File: src/rtl/video_capture_scheduler_pkg.sv
// Shared types and constants for the video capture scheduler: FSM states,
// select-range limits and the dwell normalisation helper.
package video_capture_scheduler_pkg;

    localparam int SEL_W = 6;
    localparam logic [SEL_W-1:0] SEL_MIN = 6'd1;
    localparam logic [SEL_W-1:0] SEL_MAX = 6'd15;

    typedef enum logic [2:0] {
        IDLE     = 3'd0,
        SEEK     = 3'd1,
        SETTLE   = 3'd2,
        WAIT_SOF = 3'd3,
        CAPTURE  = 3'd4
    } state_t;

    // A dwell of zero frames would never end a visit, so it means one frame.
    function automatic logic [7:0] eff_dwell(input logic [7:0] d);
        return (d == 8'd0) ? 8'd1 : d;
    endfunction

endpackage

File: src/rtl/video_capture_scheduler_src_next_finder.sv
// Combinational search for the next enabled source strictly after the current
// select, wrapping NSRC -> 1; the current source itself is the last candidate.
module src_next_finder
    import video_capture_scheduler_pkg::*;
#(
    parameter int NSRC = 15
) (
    input  logic [NSRC-1:0]  i_mask,
    input  logic [SEL_W-1:0] i_cur_sel,
    output logic [SEL_W-1:0] o_next_sel,
    output logic             o_found
);

    localparam logic [SEL_W-1:0] NSRC_W = SEL_W'(NSRC);

    logic [2*NSRC-1:0] w_dbl;
    logic [2*NSRC-1:0] w_rot;
    logic [NSRC-1:0]   w_ahead;
    logic [SEL_W-1:0]  w_step;
    logic [SEL_W-1:0]  w_sum;

    always_comb begin
        // After rotating, bit j of w_ahead is source i_cur_sel+j+1 (wrapped).
        w_dbl   = {i_mask, i_mask};
        w_rot   = w_dbl >> i_cur_sel;
        w_ahead = w_rot[NSRC-1:0];
        w_step  = '0;
        o_found = 1'b0;
        for (int j = 0; j < NSRC; j++) begin
            if (!o_found && w_ahead[0]) begin
                o_found = 1'b1;
                w_step  = SEL_W'(j);
            end
            w_ahead = w_ahead >> 1;
        end
        w_sum = i_cur_sel + w_step + SEL_W'(1);
        if (w_sum > NSRC_W) begin
            w_sum = w_sum - NSRC_W;
        end
        o_next_sel = o_found ? w_sum : i_cur_sel;
    end

endmodule

File: src/rtl/video_capture_scheduler.sv
// Round-robin video source scheduler: steps sel through enabled sources, waits
// for the mux to settle, then arms a capture and counts dwell frames per source.
module video_capture_scheduler
    import video_capture_scheduler_pkg::*;
#(
    parameter int SETTLE_CYC = 16,
    parameter int NSRC       = 15
) (
    input  logic            clk,
    input  logic            rst,
    // start, stop and frame_start are single-cycle strobes sampled on the
    // rising edge; there is no back-pressure and a strobe is never held off.
    input  logic            start,
    input  logic            stop,
    input  logic [NSRC-1:0] enable_mask,
    input  logic [7:0]      dwell_frames,
    input  logic            frame_start,
    output logic [5:0]      sel,
    output logic            capture_arm,
    output logic            switch_pulse,
    output logic            busy,
    output logic [7:0]      frame_cnt,
    output logic [2:0]      dbg_state
);

    localparam int CNT_W        = (SETTLE_CYC > 2) ? $clog2(SETTLE_CYC) : 1;
    localparam int SETTLE_LOADI = (SETTLE_CYC > 0) ? SETTLE_CYC - 1 : 0;
    localparam logic [CNT_W-1:0] SETTLE_LOAD = CNT_W'(SETTLE_LOADI);

    state_t           r_state;
    logic [SEL_W-1:0] r_sel;
    logic [CNT_W-1:0] r_cnt;
    logic [7:0]       r_frame_cnt;
    logic [7:0]       r_dwell;
    logic             r_stop_req;
    logic             r_first_seek;
    logic             r_capture_arm;
    logic             r_switch_pulse;

    state_t           w_state_nxt;
    logic [SEL_W-1:0] w_sel_nxt;
    logic [CNT_W-1:0] w_cnt_nxt;
    logic [7:0]       w_frame_nxt;
    logic [7:0]       w_dwell_nxt;
    logic             w_stop_nxt;
    logic             w_first_nxt;
    logic             w_arm_nxt;
    logic             w_sw_nxt;
    logic [7:0]       w_frame_inc;
    logic [SEL_W-1:0] w_next_sel;
    logic             w_found;

    src_next_finder #(
        .NSRC(NSRC)
    ) u_finder (
        .i_mask    (enable_mask),
        .i_cur_sel (r_sel),
        .o_next_sel(w_next_sel),
        .o_found   (w_found)
    );

    always_ff @(posedge clk or posedge rst) begin
        if (rst) begin
            r_state        <= IDLE;
            r_sel          <= SEL_MIN;
            r_cnt          <= '0;
            r_frame_cnt    <= 8'd0;
            r_dwell        <= 8'd1;
            r_stop_req     <= 1'b0;
            r_first_seek   <= 1'b0;
            r_capture_arm  <= 1'b0;
            r_switch_pulse <= 1'b0;
        end else begin
            r_state        <= w_state_nxt;
            r_sel          <= w_sel_nxt;
            r_cnt          <= w_cnt_nxt;
            r_frame_cnt    <= w_frame_nxt;
            r_dwell        <= w_dwell_nxt;
            r_stop_req     <= w_stop_nxt;
            r_first_seek   <= w_first_nxt;
            r_capture_arm  <= w_arm_nxt;
            r_switch_pulse <= w_sw_nxt;
        end
    end

    assign w_frame_inc = (r_frame_cnt == 8'hFF) ? 8'hFF : r_frame_cnt + 8'd1;

    always_comb begin
        w_state_nxt = r_state;
        w_sel_nxt   = r_sel;
        w_cnt_nxt   = r_cnt;
        w_frame_nxt = r_frame_cnt;
        w_dwell_nxt = r_dwell;
        w_stop_nxt  = r_stop_req;
        w_first_nxt = r_first_seek;
        w_arm_nxt   = 1'b0;
        w_sw_nxt    = 1'b0;

        if (stop && (r_state != IDLE)) begin
            w_stop_nxt = 1'b1;
        end

        case (r_state)
            IDLE: begin
                if (start && (|enable_mask)) begin
                    w_state_nxt = SEEK;
                    w_first_nxt = 1'b1;
                    // A stop arriving with start lets the scan make its first
                    // select change and then end without capturing.
                    w_stop_nxt  = stop;
                end
            end
            SEEK: begin
                w_first_nxt = 1'b0;
                if ((r_stop_req && !r_first_seek) || !w_found) begin
                    w_state_nxt = IDLE;
                    w_stop_nxt  = 1'b0;
                end else begin
                    w_sel_nxt   = w_next_sel;
                    w_sw_nxt    = (w_next_sel != r_sel);
                    w_dwell_nxt = eff_dwell(dwell_frames);
                    if (r_stop_req) begin
                        w_state_nxt = IDLE;
                        w_stop_nxt  = 1'b0;
                    end else begin
                        w_state_nxt = SETTLE;
                        w_cnt_nxt   = SETTLE_LOAD;
                    end
                end
            end
            SETTLE: begin
                if (r_cnt == '0) begin
                    w_state_nxt = WAIT_SOF;
                end else begin
                    w_cnt_nxt = r_cnt - CNT_W'(1);
                end
            end
            WAIT_SOF: begin
                if (frame_start) begin
                    w_state_nxt = CAPTURE;
                    w_arm_nxt   = 1'b1;
                    w_frame_nxt = 8'd0;
                end
            end
            CAPTURE: begin
                if (frame_start) begin
                    w_frame_nxt = w_frame_inc;
                    if (w_frame_inc == r_dwell) begin
                        w_state_nxt = SEEK;
                    end
                end
            end
            default: begin
                w_state_nxt = IDLE;
            end
        endcase
    end

    assign sel          = r_sel;
    assign capture_arm  = r_capture_arm;
    assign switch_pulse = r_switch_pulse;
    assign busy         = (r_state != IDLE);
    assign frame_cnt    = r_frame_cnt;
    assign dbg_state    = r_state;

endmodule

File: config.mk
export PLATFORM = sky130hd
export DESIGN_NAME = video_capture_scheduler
export DESIGN_NICKNAME = d
export VERILOG_FILES = /design/src/rtl/video_capture_scheduler_pkg.sv /design/src/rtl/video_capture_scheduler_src_next_finder.sv /design/src/rtl/video_capture_scheduler.sv
export SDC_FILE = /design/constraint.sdc
export NUM_CORES = 1
export LEC_CHECK = 0
export ABC_CLOCK_PERIOD_IN_PS = 7100
export CELL_PAD_IN_SITES_DETAIL_PLACEMENT = 1
export CELL_PAD_IN_SITES_GLOBAL_PLACEMENT = 2
export CORE_ASPECT_RATIO = 1.2
export CORE_MARGIN = 10
export CORE_UTILIZATION = 31
export DETAILED_ROUTE_END_ITERATION = 12
export PLACE_DENSITY = 0.7
export SLEW_MARGIN = 30
export SYNTH_ARGS = -nofsm -noshare
export SYNTH_HDL_FRONTEND = slang
export SYNTH_SLANG_ARGS = --single-unit
File: constraint.sdc
create_clock -name clk -period 7.1 [get_ports clk]
set_input_delay 1.42 -clock clk [delete_from_list [all_inputs] [get_ports clk]]
set_output_delay 1.42 -clock clk [all_outputs]
set_load 0.02 [all_outputs]
==> results.json, run 1 <==
{
  "clkTransAtPathRegs_ps": 60,
  "synth_cell_types": 78,
  "ctsHoldBuffers": 0,
  "drt-pass1-iter-count": 4,
  "drt_iter0_drc": 237,
  "cellLeakagePower_nw": 1.960,
  "htreeDepth": 2,
  "io_pins": 48,
  "worst_ep_required_time_ps": 7260,
  "skew_ps": 6.004,
  "final_layout_size_suffix_gt1_share_pct": 17.06,
  "end_kind": "register",
  "critPathLaunchType": "input pin",
  "max_freq_mhz": 148.2,
  "r2r_end": "switch_pulse$_DFF_PP0_",
  "grt_start_max_net_pins": 36,
  "r2r_setup_slack_ps": 980,
  "finalNonFillerCells": 672,
  "synth.avg_cell_area_um2": 8.969,
  "yosysTopAreaCell": "dfrtp_1",
  "ys_seq_elements": 33,
  "area.growth.synth_to_final_pct": 17.63,
  "globalplace.congestion": 0.9126,
  "vias": 4055,
  "slowest_delay_ps": 670,
  "mostFrequentLayoutCell": "clkdlybuf4s50_1",
  "die_width_um": 126.5,
  "synthesis.instances": 470,
  "synth-edff-count": 0,
  "seqCellArea_um2": 830.8,
  "yosys_warnings": 0,
  "ant_nets": 0,
  "multi_input_area_um2": 3117,
  "path_cells": "clkdlybuf4s50_1 > mux4_1 > a221oi_1 > nor2_1 > or3_1 > or3_4 > or2_2 > nor2_1 > a21oi_1 > ha_1 > inv_1 > fa_1 > a21oi_1 > nor2_1 > or4b_2 > a211oi_1 > nor3b_1 > xnor3_1 > or3_1 > o31a_1",
  "cpMostUsedCell": "nor2_1",
  "status": "finished clean",
  "grt_pass1_wl_mm": 24.32,
  "rsz0062_at_grt": "no",
  "root_buffer": "clkbuf_16",
  "gr-usage-all-layers_pct": 15.60,
  "cts_tree": "yes",
  "wl_per_cell_um": 22.23,
  "grt_pass1_vias": 4311,
  "postCtsSetupBuffers": 0,
  "synth_area_leaders": "dfrtp_1, mux4_2, mux2i_1",
  "r2r_start": "sel[0]$_DFFE_PP1P_",
  "rows": 46,
  "peakVddDrop_mv": 0.2277,
  "min_path_type": "reg2reg",
  "synth_top_cell_area_share_pct": 18.40,
  "crit_start": "enable_mask[12]",
  "critPathMaxFanout": 6,
  "syn_area_um2": 4215,
  "start_util_pct": 31.71,
  "p_per_area_nw_per_um2": 556.8,
  "clk_latency_ps": 280,
  "die_h_um": 147.7,
  "io_buffer_count": 47,
  "hold_start": "r_first_seek$_DFFE_PP0P_",
  "drc": 0,
  "layout.nets": 539,
  "die_area_um2": 18680,
  "cts_buffer_depth": 2,
  "diodes": 0,
  "via_per_inst": 6.034,
  "min_period_ps": 6748,
  "period_share_pct": 95.04,
  "worst_slew_pin_slew_ps": 875.3,
  "fill_cells": 1563,
  "ctsResizeCount": 0,
  "grt_overflow": 0,
  "syn_nets": 506,
  "drv_slew": 0,
  "synth_ff_type": "dfrtp_1",
  "numCtsBuffers": 5,
  "dpl.cell_count": 664,
  "ys_seq_area_share_pct": 19.65,
  "wirelength_mm": 14.94,
  "cts_sinks": 33,
  "core_um2": 13300,
  "arrival_ps": 6910,
  "setup_tns_ps": 0,
  "reg2regPathDepth": 17,
  "cap_violations": 0,
  "hold_viol": 0,
  "cp-endpoint": "switch_pulse$_DFF_PP0_",
  "async_flop_share_pct": 100.0,
  "setup_viol": 0,
  "slew_headroom_pct": 41.65,
  "cp_slowest_cell": "mux4_1",
  "worstSetupPathType": "in2reg",
  "dpl.hpwl_mm": 11.47,
  "antenna_found_initial": 0,
  "final_cell_mix": "clkdlybuf4s50_1, nand2_1, nor2_1"
}
## state kept, by name, summed over array words and instances, names as in the netlist
register,cells
switch_pulse,1
dbg_state,3
r_dwell,8
sel,6
r_first_seek,1
r_stop_req,1
frame_cnt,8
r_cnt,4
capture_arm,1
## worst min path at each step
stage,to,slack [ps],depth (start not counted)
final,r_first_seek$_DFFE_PP0P_,500,1
after global routing,r_first_seek$_DFFE_PP0P_,520,1
after CTS,r_first_seek$_DFFE_PP0P_,500,1
after detailed placement,r_first_seek$_DFFE_PP0P_,490,1
after global placement,r_dwell[0]$_DFFE_PP1P_,470,2
after floorplan,r_dwell[0]$_DFFE_PP1P_,450,2
## power by group
group | switching, mW | internal [mW]
sequential | 0.215 | 0.267
combinational | 1.08 | 0.989
clock | 0.0847 | 0.129
## cell usage after synthesis, types with 8 or more instances
cell type	number
nand2_1	36
nor2_1	33
dfrtp_1	31
a21oi_1	27
mux2i_1	26
clkbuf_1	20
mux4_2	20
mux2_2	19
nor3_1	19
inv_1	14
xnor2_1	14
and3_1	12
nand3_1	12
o21ai_0	11
nor2b_1	10
buf_2	9
nand2b_1	9
o22ai_1	9
a221oi_1	8
xor2_1	8
## per-layer routing
| metal | global-route usage (%) | vias up | wire length, µm |
|---|---|---|---|
| met2 | 26.76 | 117 | 7343 |
| met3 | 1.646 | 36 | 508 |
| met4 | 7.298 | 0 | 575 |
| met5 | 0 | - | 0 |
| met1 | 19.00 | 2033 | 6513 |
| li1 | - | 1869 | - |
## per-stage QoR
step           power (mW)  utilization (%)  cell area [µm²]  worst slack [ps]  hold WS, ps
6_report            2.761            37.30             4959             352.3        499.5
5_1_grt             3.009            37.30             4959             33.22        515.2
4_1_cts             2.774            37.30             4959             378.0        499.7
3_5_place_dp        2.545            36.22             4816             79.29        486.8
3_3_place_gp        2.504            36.21             4815             205.8        472.2
2_1_floorplan       2.026                -             4215              1053        451.7
## logic make-up after synthesis
family / share of synthesized area, %
simple gates: 21.58
xor+xnor: 5.105
fa+ha+maj: 2.553
buf+inv: 6.411
flops: 19.65
mux: 26.48
compound gates: 18.23
## layout make-up
| type | count | area share, % |
|---|---|---|
| clock buffer | 5 | 2.523 |
| clock inverter | 3 | 0.3533 |
| inverter | 16 | 1.211 |
| multi-input combinational | 383 | 62.86 |
| sequential | 33 | 16.75 |
| tap | 168 | 4.239 |
| timing repair buffer | 64 | 12.06 |
## worst max-delay path: cells and delay by family
kind	cells	cell delay, ps
and+or+nand+nor	9	2440
AOI/OAI and AO/OA	5	1120
muxes	1	670
buffers and inverters	2	650
adders and majority gates	2	420
xor gates and xnor gates	1	190
Power figures use the tool's default switching activity.
==> inputs of run 2 (changes only) <==
Settings changed: ABC_CLOCK_PERIOD_IN_PS 7100 to 6100, PLACE_DENSITY 0.7 to 0.73, SKIP_LAST_GASP set to 1.
Clock period 7.1 ns to 6.1 ns, I/O delays scaled along.
==> results.json, run 2 (synthesized netlist as in run 1, its figures left out) <==
{
  "root_buffer": "clkbuf_16",
  "gr-usage-all-layers_pct": 16.55,
  "drt_iter0_drc": 201,
  "grt_pass1_wl_mm": 25.70,
  "worst_slack_ps": 152.0,
  "globalplace.congestion": 0.9440,
  "grt_start_max_net_pins": 34,
  "vias": 4313,
  "grt_overflow": 0,
  "die_width_um": 126.5,
  "wirelength_mm": 16.01,
  "hold_start": "r_dwell[0]$_DFFE_PP1P_",
  "drt-pass1-iter-count": 4,
  "met3_usage_pct": 1.860,
  "grt_util_met2_pct": 30.09,
  "core_um2": 13300,
  "htreeDepth": 2,
  "finalNonFillerCells": 760,
  "drv_slew": 0,
  "min_period_ps": 5948,
  "fill_cells": 1551,
  "diodes": 0,
  "cts_buffer_depth": 2,
  "post-place-ws_ps": -441.5,
  "placed_cell_area_um2": 5423,
  "gr-usage-met1_pct": 18.73,
  "clkTransAtPathRegs_ps": 50,
  "slew_headroom_pct": 37.57,
  "ctsHoldBuffers": 0,
  "min_path_type": "reg2reg",
  "peakVddDrop_mv": 0.3108,
  "worst_slew_pin_slew_ps": 934.5,
  "p_per_area_nw_per_um2": 698.1,
  "cts_sinks": 33,
  "dpl.hpwl_mm": 12.72,
  "critPathLaunchType": "input pin",
  "via_per_inst": 5.675,
  "io_buffer_count": 47,
  "critPathMaxFanout": 10,
  "skew_ps": 9.354,
  "grt.busiest_layer": "met2",
  "clk_latency_ps": 270,
  "worst_ep_required_time_ps": 6250,
  "final_area_um2": 5763,
  "crit_start": "enable_mask[3]",
  "end_kind": "register",
  "hold_viol": 0,
  "cellLeakagePower_nw": 2.485,
  "final_layout_size_suffix_gt1_share_pct": 33.11,
  "die_h_um": 147.7,
  "worstSetupPathType": "in2reg",
  "rows": 46,
  "start_util_pct": 31.71,
  "mostFrequentLayoutCell": "buf_4",
  "cap_violations": 0,
  "finalPower_mw": 4.023,
  "setup_viol": 0,
  "cts_tree": "yes",
  "numCtsBuffers": 5,
  "period_share_pct": 97.51,
  "die_area_um2": 18680,
  "antenna_found_initial": 0,
  "wl_per_cell_um": 21.07,
  "r2r_start": "sel[2]$_DFFE_PP0P_",
  "layout.nets": 627,
  "grt_pass1_vias": 4803,
  "setup_tns_ps": 0,
  "io_pins": 48,
  "drc": 0,
  "max_freq_mhz": 168.1,
  "ant_nets": 0,
  "arrival_ps": 6090,
  "dpl.cell_count": 745,
  "final_cell_mix": "buf_4, nand2_1, clkdlybuf4s50_1",
  "area.growth.synth_to_final_pct": 36.72,
  "status": "finished clean"
}
[run 2: cell count changes in the layout (fill, tap and decap cells not counted), moves of 3 or more]
cell,previous run,this run
dlygate4sd2_1,0,6
a221oi_1,8,5
clkdlybuf4s50_1,47,35
buf_4,17,104
a221oi_2,1,4
dlymetal6s2s_1,0,6
[run 2: worst paths after layout]
check	slack, ps	endpoint	cells after the start
setup / recovery	150	switch_pulse$_DFF_PP0_	20
max in group asynchronous	4410	sel[0]$_DFFE_PP1P_	3
min in group asynchronous	1360	r_dwell[6]$_DFFE_PP0P_	3
hold reg to reg	480	r_dwell[0]$_DFFE_PP1P_	2
setup reg to reg	610	switch_pulse$_DFF_PP0_	18
hold / removal	480	r_dwell[0]$_DFFE_PP1P_	2
[run 2: what timing repair did]
action | 4_1_cts | 5_1_grt
buffers inserted | 5 | 2
pin swaps | 4 | 14
endpoints found under the hold margin | 0 | 0
setup endpoints to repair | 3 | 5
gates resized for setup | 17 | 27
[run 2: where the power goes]
part	switching, mW	internal [mW]
sequential	0.190	0.311
combinational	1.56	1.72
clock	0.0836	0.162
total	1.83	2.19
[run 2: area by class of cell]
type	instances	area (µm²)	share of cell area [%]
multi-input cells	383	3247	56.34
repair buffers	152	1270	22.04
clock buffers	8	146.4	2.540
well taps	168	210.2	3.647
flip-flops and latches	33	829.5	14.39
inverters	16	60.06	1.042
[run 2: per-stage QoR]
step	util (%)	hold WS [ps]
final	43.35	483.0
after global routing	43.35	527.4
after CTS	42.42	487.4
after detailed placement	40.79	480.4
after global placement	40.79	469.4
after floorplan	-	451.7
[run 2: routing by layer]
metal / vias up / wire, µm
met5: - / 0
met4: 0 / 539
met3: 25 / 514
met2: 109 / 8458
met1: 2137 / 6502
li1: 2042 / -
[run 2: worst max-delay path: stages]
cell	delay, ps
clkdlybuf4s50_1	400
buf_4	170
mux4_2	500
and3_1	220
a311o_1	340
a221oi_2	340
o21ai_2	90
a21oi_1	200
nor3_2	70
o211a_1	230
buf_4	140
buf_4	130
fa_2	340
buf_4	150
xnor2_1	180
nor4b_4	330
mux2i_2	320
xnor2_1	120
or3_1	360
o31a_1	250
